File: config.mk
export PLATFORM = sky130hd
export DESIGN_NAME = mem_bist_ctrl
export DESIGN_NICKNAME = d
export VERILOG_FILES = /design/src/rtl/mem_bist_pkg.sv /design/src/rtl/mem_bist_pattern.sv /design/src/rtl/mem_bist_ctrl.sv
export SDC_FILE = /design/constraint.sdc
export NUM_CORES = 1
export LEC_CHECK = 0
export BUFFER_PORTS_ARGS = -buffer_cell sky130_fd_sc_hd__buf_2
export CAP_MARGIN = 20
export CORE_MARGIN = 5
export CORE_UTILIZATION = 53
export CTS_CLUSTER_SIZE = 30
export DETAILED_ROUTE_END_ITERATION = 16
export PLACE_DENSITY_LB_ADDON = 0.15
export SETUP_SLACK_MARGIN = 0.1
export SYNTH_ARGS = -nofsm -noshare
export SYNTH_HDL_FRONTEND = slang
export SYNTH_HIERARCHICAL = 1
export SYNTH_SLANG_ARGS = --single-unit
File: constraint.sdc
create_clock -name clk_i -period 4.27 [get_ports clk_i]
set_input_delay 0.427 -clock clk_i [delete_from_list [all_inputs] [get_ports clk_i]]
set_output_delay 0.427 -clock clk_i [all_outputs]
set_load 0.01 [all_outputs]
File: src/rtl/mem_bist_pkg.sv
// Shared types and constants for the memory BIST controller and its
// expected-data generator.
package mem_bist_pkg;

    localparam logic [1:0] ST_IDLE   = 2'd0;
    localparam logic [1:0] ST_WRITE  = 2'd1;
    localparam logic [1:0] ST_READ   = 2'd2;
    localparam logic [1:0] ST_FINISH = 2'd3;

    typedef enum logic [1:0] {
        PAT_ZERO = 2'd0,
        PAT_ONE  = 2'd1,
        PAT_CHKR = 2'd2,
        PAT_ADDR = 2'd3
    } pat_e;

    // Even addresses get 0xAAAA-style words (bit0=0); odd addresses the inverse.
    localparam logic [63:0] CHKR_EVEN = {4{16'hAAAA}};
    localparam logic [63:0] CHKR_ODD  = ~CHKR_EVEN;

endpackage

File: src/rtl/mem_bist_pattern.sv
// Combinational expected-data generator, shared by the write path and the
// read-compare path so both always agree on the pattern.
module mem_bist_pattern
    import mem_bist_pkg::*;
#(
    parameter int ADDR_WIDTH = 8,
    parameter int DATA_WIDTH = 16
) (
    input  pat_e                  pattern,
    input  logic [ADDR_WIDTH-1:0] addr,
    output logic [DATA_WIDTH-1:0] data
);

    // Widened copy lets address-as-data zero-extend or truncate without a
    // zero-width replication when the widths match.
    logic [DATA_WIDTH+ADDR_WIDTH-1:0] addr_ext;

    assign addr_ext = {{DATA_WIDTH{1'b0}}, addr};

    always_comb begin
        data = '0;
        case (pattern)
            PAT_ZERO: data = '0;
            PAT_ONE:  data = '1;
            PAT_CHKR: data = addr[0] ? CHKR_ODD[DATA_WIDTH-1:0] : CHKR_EVEN[DATA_WIDTH-1:0];
            PAT_ADDR: data = addr_ext[DATA_WIDTH-1:0];
            default:  data = '0;
        endcase
    end

endmodule

File: src/rtl/mem_bist_ctrl.sv
// Memory BIST master: writes a pattern to every address, reads it all back,
// and reports error count, first failing address, pass and timeout status.
module mem_bist_ctrl
    import mem_bist_pkg::*;
#(
    parameter int ADDR_WIDTH = 8,
    parameter int DATA_WIDTH = 16,
    parameter int TIMEOUT    = 16
) (
    input  logic                  clk_i,
    input  logic                  rst_i,
    input  logic                  start_i,
    input  logic [1:0]            pattern_i,
    output logic                  busy_o,
    output logic                  done_o,
    output logic                  pass_o,
    output logic                  timeout_o,
    output logic [ADDR_WIDTH:0]   err_cnt_o,
    output logic [ADDR_WIDTH-1:0] first_fail_addr_o,
    output logic [ADDR_WIDTH-1:0] addr_o,
    output logic [DATA_WIDTH-1:0] wdata_o,
    output logic                  wr_rd_o,
    output logic                  valid_o,
    input  logic [DATA_WIDTH-1:0] rdata_i,
    input  logic                  ready_i
);

    localparam int                WAIT_W    = $clog2(TIMEOUT + 1);
    localparam logic [WAIT_W-1:0] WAIT_LAST = WAIT_W'(TIMEOUT - 1);

    logic [1:0]            state;
    logic [ADDR_WIDTH-1:0] cnt;
    pat_e                  pat_q;
    logic [WAIT_W-1:0]     wait_cnt;
    logic [DATA_WIDTH-1:0] exp_data;
    logic                  active;
    logic                  hs;
    logic                  mismatch;
    logic [ADDR_WIDTH:0]   err_nxt;

    mem_bist_pattern #(
        .ADDR_WIDTH(ADDR_WIDTH),
        .DATA_WIDTH(DATA_WIDTH)
    ) u_pattern (
        .pattern(pat_q),
        .addr   (cnt),
        .data   (exp_data)
    );

    assign active   = (state == ST_WRITE) || (state == ST_READ);
    assign valid_o  = active;
    assign wr_rd_o  = (state == ST_WRITE);
    assign addr_o   = active ? cnt : '0;
    assign wdata_o  = wr_rd_o ? exp_data : '0;
    assign busy_o   = (state != ST_IDLE);
    assign done_o   = (state == ST_FINISH);

    assign hs       = active && ready_i;
    assign mismatch = (state == ST_READ) && ready_i && (rdata_i != exp_data);
    assign err_nxt  = err_cnt_o + {{ADDR_WIDTH{1'b0}}, mismatch};

    always_ff @(posedge clk_i) begin
        if (!rst_i) begin
            state             <= ST_IDLE;
            cnt               <= '0;
            pat_q             <= PAT_ZERO;
            wait_cnt          <= '0;
            err_cnt_o         <= '0;
            first_fail_addr_o <= '0;
            pass_o            <= 1'b0;
            timeout_o         <= 1'b0;
        end else begin
            case (state)
                ST_IDLE: begin
                    if (start_i) begin
                        pat_q             <= pat_e'(pattern_i);
                        cnt               <= '0;
                        wait_cnt          <= '0;
                        err_cnt_o         <= '0;
                        first_fail_addr_o <= '0;
                        pass_o            <= 1'b0;
                        timeout_o         <= 1'b0;
                        state             <= ST_WRITE;
                    end
                end
                ST_WRITE, ST_READ: begin
                    if (hs) begin
                        wait_cnt <= '0;
                        if (mismatch) begin
                            err_cnt_o <= err_nxt;
                            if (err_cnt_o == '0) begin
                                first_fail_addr_o <= cnt;
                            end
                        end
                        if (cnt == '1) begin
                            cnt <= '0;
                            if (state == ST_WRITE) begin
                                state <= ST_READ;
                            end else begin
                                // Uses the post-compare count so pass is valid alongside done.
                                pass_o <= (err_nxt == '0);
                                state  <= ST_FINISH;
                            end
                        end else begin
                            cnt <= cnt + 1'b1;
                        end
                    end else if (wait_cnt == WAIT_LAST) begin
                        timeout_o <= 1'b1;
                        pass_o    <= 1'b0;
                        state     <= ST_FINISH;
                    end else begin
                        wait_cnt <= wait_cnt + 1'b1;
                    end
                end
                ST_FINISH: state <= ST_IDLE;
                default:   state <= ST_IDLE;
            endcase
        end
    end

endmodule

# --- Word level (Yosys, flattened, before mapping) ---
# Index checks and enable logic that the tools add are counted.
# W data, S select, Z words.
totals:
  regBits: 36
  latch_bits: 0
  ramBits: 0
  mem_bits_ro: 0
  inputBits: 22
  output_inout_bits: 47
  wordCells: 84
  mem_count: 0
classes:
  n_addsub: 3
  n_mul: 0
  div: 0
  n_lt_le_gt_ge: 0
  eq_ne: 19
  n_shift: 0
  mux: 35
  bitwise: 0
  n_reduce_logical: 19
ops:
  columns: ["cell", "count"]
  rows:
  - ["$pmux W16 S4", 1]
  - ["$mux W8", 7]
  - ["$mux W16", 2]
  - ["$pmux W8 S2", 2]
  - ["$mux W9", 3]
  - ["$logic_not A9 Y1", 2]
  - ["$pmux W9 S2", 1]
  - ["$ne A16 B16 Y1", 1]
  - ["$mux W5", 3]
  - ["$ne A2 B2 Y1 const B", 6]
  - ["$ne A3 B3 Y1 const B", 4]
  - ["$pmux W5 S2", 1]
  - ["$reduce_and A5 Y1", 2]
  - ["$add A9 B1 Y9", 1]
  - ["$reduce_and A3 Y1", 3]
  - ["$add A8 B1 Y8 const B", 1]
  - ["$eq A2 B2 Y1 const B", 4]
  - ["$eq A8 B8 Y1 const B", 1]
  - ["$mux W1", 8]
  - ["$mux W2", 4]
  - ["$reduce_and A4 Y1", 2]
  - ["$pmux W2 S3", 1]
  - ["$add A5 B1 Y5 const B", 1]
  - ["$eq A5 B4 Y1 const B", 1]
  - ["other kinds (8)", 14]

# --- Depth between registers and ports, before layout ---
depth:
  word_depth: 10
  mapped_depth: 17
  ltp_nobuf: 13

# --- By module ---
# The synthesis kept the hierarchy.
modules_own_cells:
  columns: ["mod", "instances", "cells_per_inst", "area_each_um2", "seq_area_each_um2"]
  rows:
  - ["mem_bist_ctrl", 1, 286, 2389.8, 720.7]
  - ["mem_bist_pattern", 1, 23, 163.9, 0.0]

# --- Least setup slack after synthesis ---
# OpenSTA, ideal clock, no wires.
synth_path:
  path_type: "reg-to-reg"
  startpoint: "register cnt[0]"
  endpoint: "register pass_o"
  setup_time_ps: 116
  t_arrival_ps: 3102
  required_time_ps: 4154
  setup_slack_ps: 1051
  path_stages_with_launch: 17
  n_path_buf: 3
  period_less_slack_ps: 3219
  path_cell_list: "dfxtp_1 > nand2_1 > o21ai_0 > buf_4 > xor2_1 > nor4_1 > and4_1 > buf_4 > nor2_1 > ha_1 > ha_1 > nand3_1 > or2_0 > clkbuf_1 > xnor2_1 > nor3_1 > a41o_1"
synth_via:
  elab_chain_cells: 10
  word_cells_on_any_way: 13
  classes_between: "add/sub (1); eq/ne (3); mux (6); reduce/logical (3)"
synth_rtl:
  columns: ["item", "line_no", "text"]
  rows:
  - ["start: declaration", "mem_bist_ctrl.sv:32", "logic [ADDR_WIDTH-1:0] cnt;"]
  - ["start signal: assignment", "mem_bist_ctrl.sv:105", "cnt <= cnt + 1'b1;"]
  - ["$mux W16", "mem_bist_pattern.sv:25", "PAT_CHKR: data = addr[0] ? CHKR_ODD[DATA_WIDTH-1:0] : CHKR_EVEN[DATA_WIDTH-1:0];"]
  - ["$pmux W16 S4", "mem_bist_pattern.sv:22", "case (pattern)"]
  - ["named net exp_data[8]", "mem_bist_ctrl.sv:35", "logic [DATA_WIDTH-1:0] exp_data;"]
  - ["$ne A16 B16 Y1", "mem_bist_ctrl.sv:59", "assign mismatch = (state == ST_READ) && ready_i && (rdata_i != exp_data);"]
  - ["$logic_and A1 B1 Y1", "mem_bist_ctrl.sv:59", null]
  - ["$add A9 B1 Y9", "mem_bist_ctrl.sv:60", "assign err_nxt = err_cnt_o + {{ADDR_WIDTH{1'b0}}, mismatch};"]
  - ["$logic_not A9 Y1", "mem_bist_ctrl.sv:101", "pass_o <= (err_nxt == '0);"]
  - ["$mux W1", "mem_bist_ctrl.sv:97", "if (state == ST_WRITE) begin"]
  - ["$mux W1", "mem_bist_ctrl.sv:95", "if (cnt == '1) begin"]
  - ["$mux W1", "mem_bist_ctrl.sv:87", "if (hs) begin"]
  - ["$pmux W1 S2", "mem_bist_ctrl.sv:73", "case (state)"]
  - ["end signal: assignment", "mem_bist_ctrl.sv:101", null]
  - ["end: declaration", "mem_bist_ctrl.sv:16", "output logic pass_o,"]
# The timed path passes the listed nets, and every way through them passes these cells. The select of a mux whose other input is x is not followed.
# A chain may end at the register's enable or synchronous reset.

# --- Worst setup path in the final report ---
# Same ends and word-level chain as after synthesis.

==> impl_metrics.toml <==
[timing]
period_share = 0.827
hold_violations = 0
period_needed_ps = 3530
tns_ps = 0
fin_skew_ps = 11.8
slew_violations = 0
rsz0062_at_grt = "false"
slew_headroom = 0.545
setup_viol_count_final = 0
tightest_slew_ps = 683
fmax_ghz = 0.283

[outcome]
status = "finished, final reports clean"

[clock_network]
cts_hold_buf = 0
worst_skew_pair.late_latency_ps = 290
cts_sinks = 36
cts_tree = "done"
cts_max_level = 2
clk_pin_slew_worst_paths_ps = 80
post_cts_buffers = 0
cts_root_buf = "clkbuf_8"
numCtsBuffers = 5
cts.path.max_buffers = 2
post_cts_resized = 0

[worst_setup_path]
critPathCaptureType = "flip-flop"
cp_max_fo = 12
required_ps = 4460
reg2reg_from = "cnt[0]"
crit_arrival_ps = 3720
worstSetupStartpointType = "flip-flop"
crit_type = "reg -> reg"
crit_start = "cnt[0]"

[synth]
postSynthNetCount = 341
yosysMostFrequentCell = "dfxtp_1"
synth_top_cell_by_area = "dfxtp_1"
yosys-top-cells-area = "dfxtp_1, xor2_1, and2_1, ha_1, a22o_1"
synth_cell_types = 55
synth_fa_ha_area_frac = 0.0490
synthTopCellsByCount = "dfxtp_1, and2_1, nand2_1"
synth_compound_area_frac = 0.209
synth-main-ff-cell = "dfxtp_1"
synth-simple-area-share = 0.303
netlist_area_mm2 = 0.00255
synth_top_cell_area_share = 0.282
ys_seq_elements = 36
synth_edf_count = 0
synthesis.instances = 309
yosysSeqAreaShare = 0.282
synth_top_family_by_area = "simple AND/OR/NAND/NOR gates"
synth-xor-area-share = 0.0823
syn-mean-instance-area_um2 = 8.26
yosys_warnings = 6
synth.area.mux_share = 0.0127
synthArstFlopShare = 0

[global_route]
grt_overflow = 0
grt.total_usage = 0.210
grt_pass1_vias = 2359
grtUsageMet3 = 0.0463
use_met1 = 0.251
antenna_found_initial = 0
grt_max_degree = 26
busiest_layer = "met2"
grt_first_pass_wirelength_um = 10700
met2_usage = 0.370

[routing]
drc = 0
drt.antenna.violating_nets = 0
dr.pass1.iters = 5
viasPerCell = 5.83
vias = 2443
wl_um = 6400
drt_iter0_drc = 99
wire_per_inst_um = 15.3

[finish]
diodes = 0
syn_to_final_growth_pct = 15.0
finalCoreUtilization = 0.626
fillers = 456
layout-drive-gt1-share = 0.249
multi_input_area_mm2 = 0.00168
seqCellArea_um2 = 721
final_nets = 396

[pwr]
p_per_area_mw_per_mm2 = 452
leakage_nw = 1.36
ir_worst_vdd_mv = 0.367

[placement]
gp_congestion = 0.867
hpwl_um = 4820
port_buffers = 68

[run]
maxCapViolCount = 0

[floorplanning]
io_pins = 69
rows = 25
die_width_um = 79.4
die_y_um = 79.4
core_area_mm2 = 0.00469
die_area_mm2 = 0.00631
start_util = 0.544

[min_path]
hold_start = "pattern_i[1]"
min_path_type = "in -> reg"
## metal layers
| layer | routed length, um | vias to the layer above |
|---|---|---|
| met2 | 3050 | 99 |
| met5 | 0 | - |
| met1 | 2820 | 1124 |
| met3 | 444 | 9 |
| met4 | 82 | 0 |
| li1 | - | 1211 |
## per-stage QoR
| stage | setup slack [ps] | cell area (um^2) | power [mW] | hold WS [ps] | cells |
|---|---|---|---|---|---|
| 2_1_floorplan | 1050 | 2550 | 0.934 | 444 | 309 |
| 3_3_place_gp | 896 | 2840 | 1.07 | 458 | 411 |
| 3_5_place_dp | 777 | 2840 | 1.07 | 461 | 411 |
| 4_1_cts | 764 | 2940 | 1.33 | 413 | 419 |
| 5_1_grt | 470 | 2940 | 1.43 | 425 | 419 |
| 6_report | 737 | 2940 | 1.33 | 415 | 419 |
## cell usage in the layout, fill, tap and decap left out, types with 2 or more instances in the layout
cell type   n
buf_4       2
nand2b_1    4
nand2_1    23
nand4_1     6
nor2_1     18
and3_1      6
nand3_1    13
o31ai_1     3
and4_4      2
nor4_2      2
o21ai_0    16
a22o_1     11
o311a_1     3
clkbuf_8    6
nand2_2     2
or2_2       2
inv_1       6
or4_1       2
nor4_1      6
a21boi_0    4
a21oi_1     9
and2_1     28
dfxtp_1    36
xor2_1     21
o21a_1      7
nor2b_1     6
buf_2      68
o22a_1      4
a31oi_1     5
o211ai_1    3
nor3_1      5
xnor2_1     3
ha_1       10
## sequential cells by signal (all words and copies together), names as in the netlist
signal / flops
timeout_o: 1
cnt: 8
pass_o: 1
pat_q: 2
wait_cnt: 5
err_cnt_o: 9
first_fail_addr_o: 8
state: 2
## final timing paths
kind	to	slack, ps	cells after the start
max	pass_o	740	13
min	pat_q[1]	410	3
max reg2reg	pass_o	740	13
min reg2reg	first_fail_addr_o[3]	470	1
## kinds of logic (layout without fill, tap and decap cells)
| family | after synthesis | count (layout) |
|---|---|---|
| and+or+nand+nor | 135 | 135 |
| AOI/OAI and AO/OA | 74 | 74 |
| DFF | 36 | 36 |
| buffers and inverters | 28 | 84 |
| xor gates and xnor gates | 24 | 24 |
| adders and majority gates | 10 | 10 |
| muxes | 2 | 2 |
## critical path: stages (launching register included)
cell,delay (ps)
dfxtp_1,480
and2b_4,250
o22a_1,210
xor2_1,160
nor4_1,340
and4_1,540
nor2_1,80
ha_1,240
ha_1,240
nand3_1,120
or2_0,310
xnor2_1,160
nor3_1,70
a41o_1,230
## cell type report
cell class                      instances  area share
Clock buffer                            6      0.0281
Sequential cell                        36       0.245
Timing Repair Buffer                   70       0.121
Clock inverter                          2     0.00468
Multi-Input combinational cell        245       0.570
Inverter                                6     0.00767
Tap cell                               54      0.0230
## power by group
group          total, mW  switching [mW]  internal (mW)
logic              0.687           0.446          0.240
clock network      0.260           0.128          0.132
registers          0.380          0.0242          0.356
No activity file was read; power rests on OpenSTA's default activity.
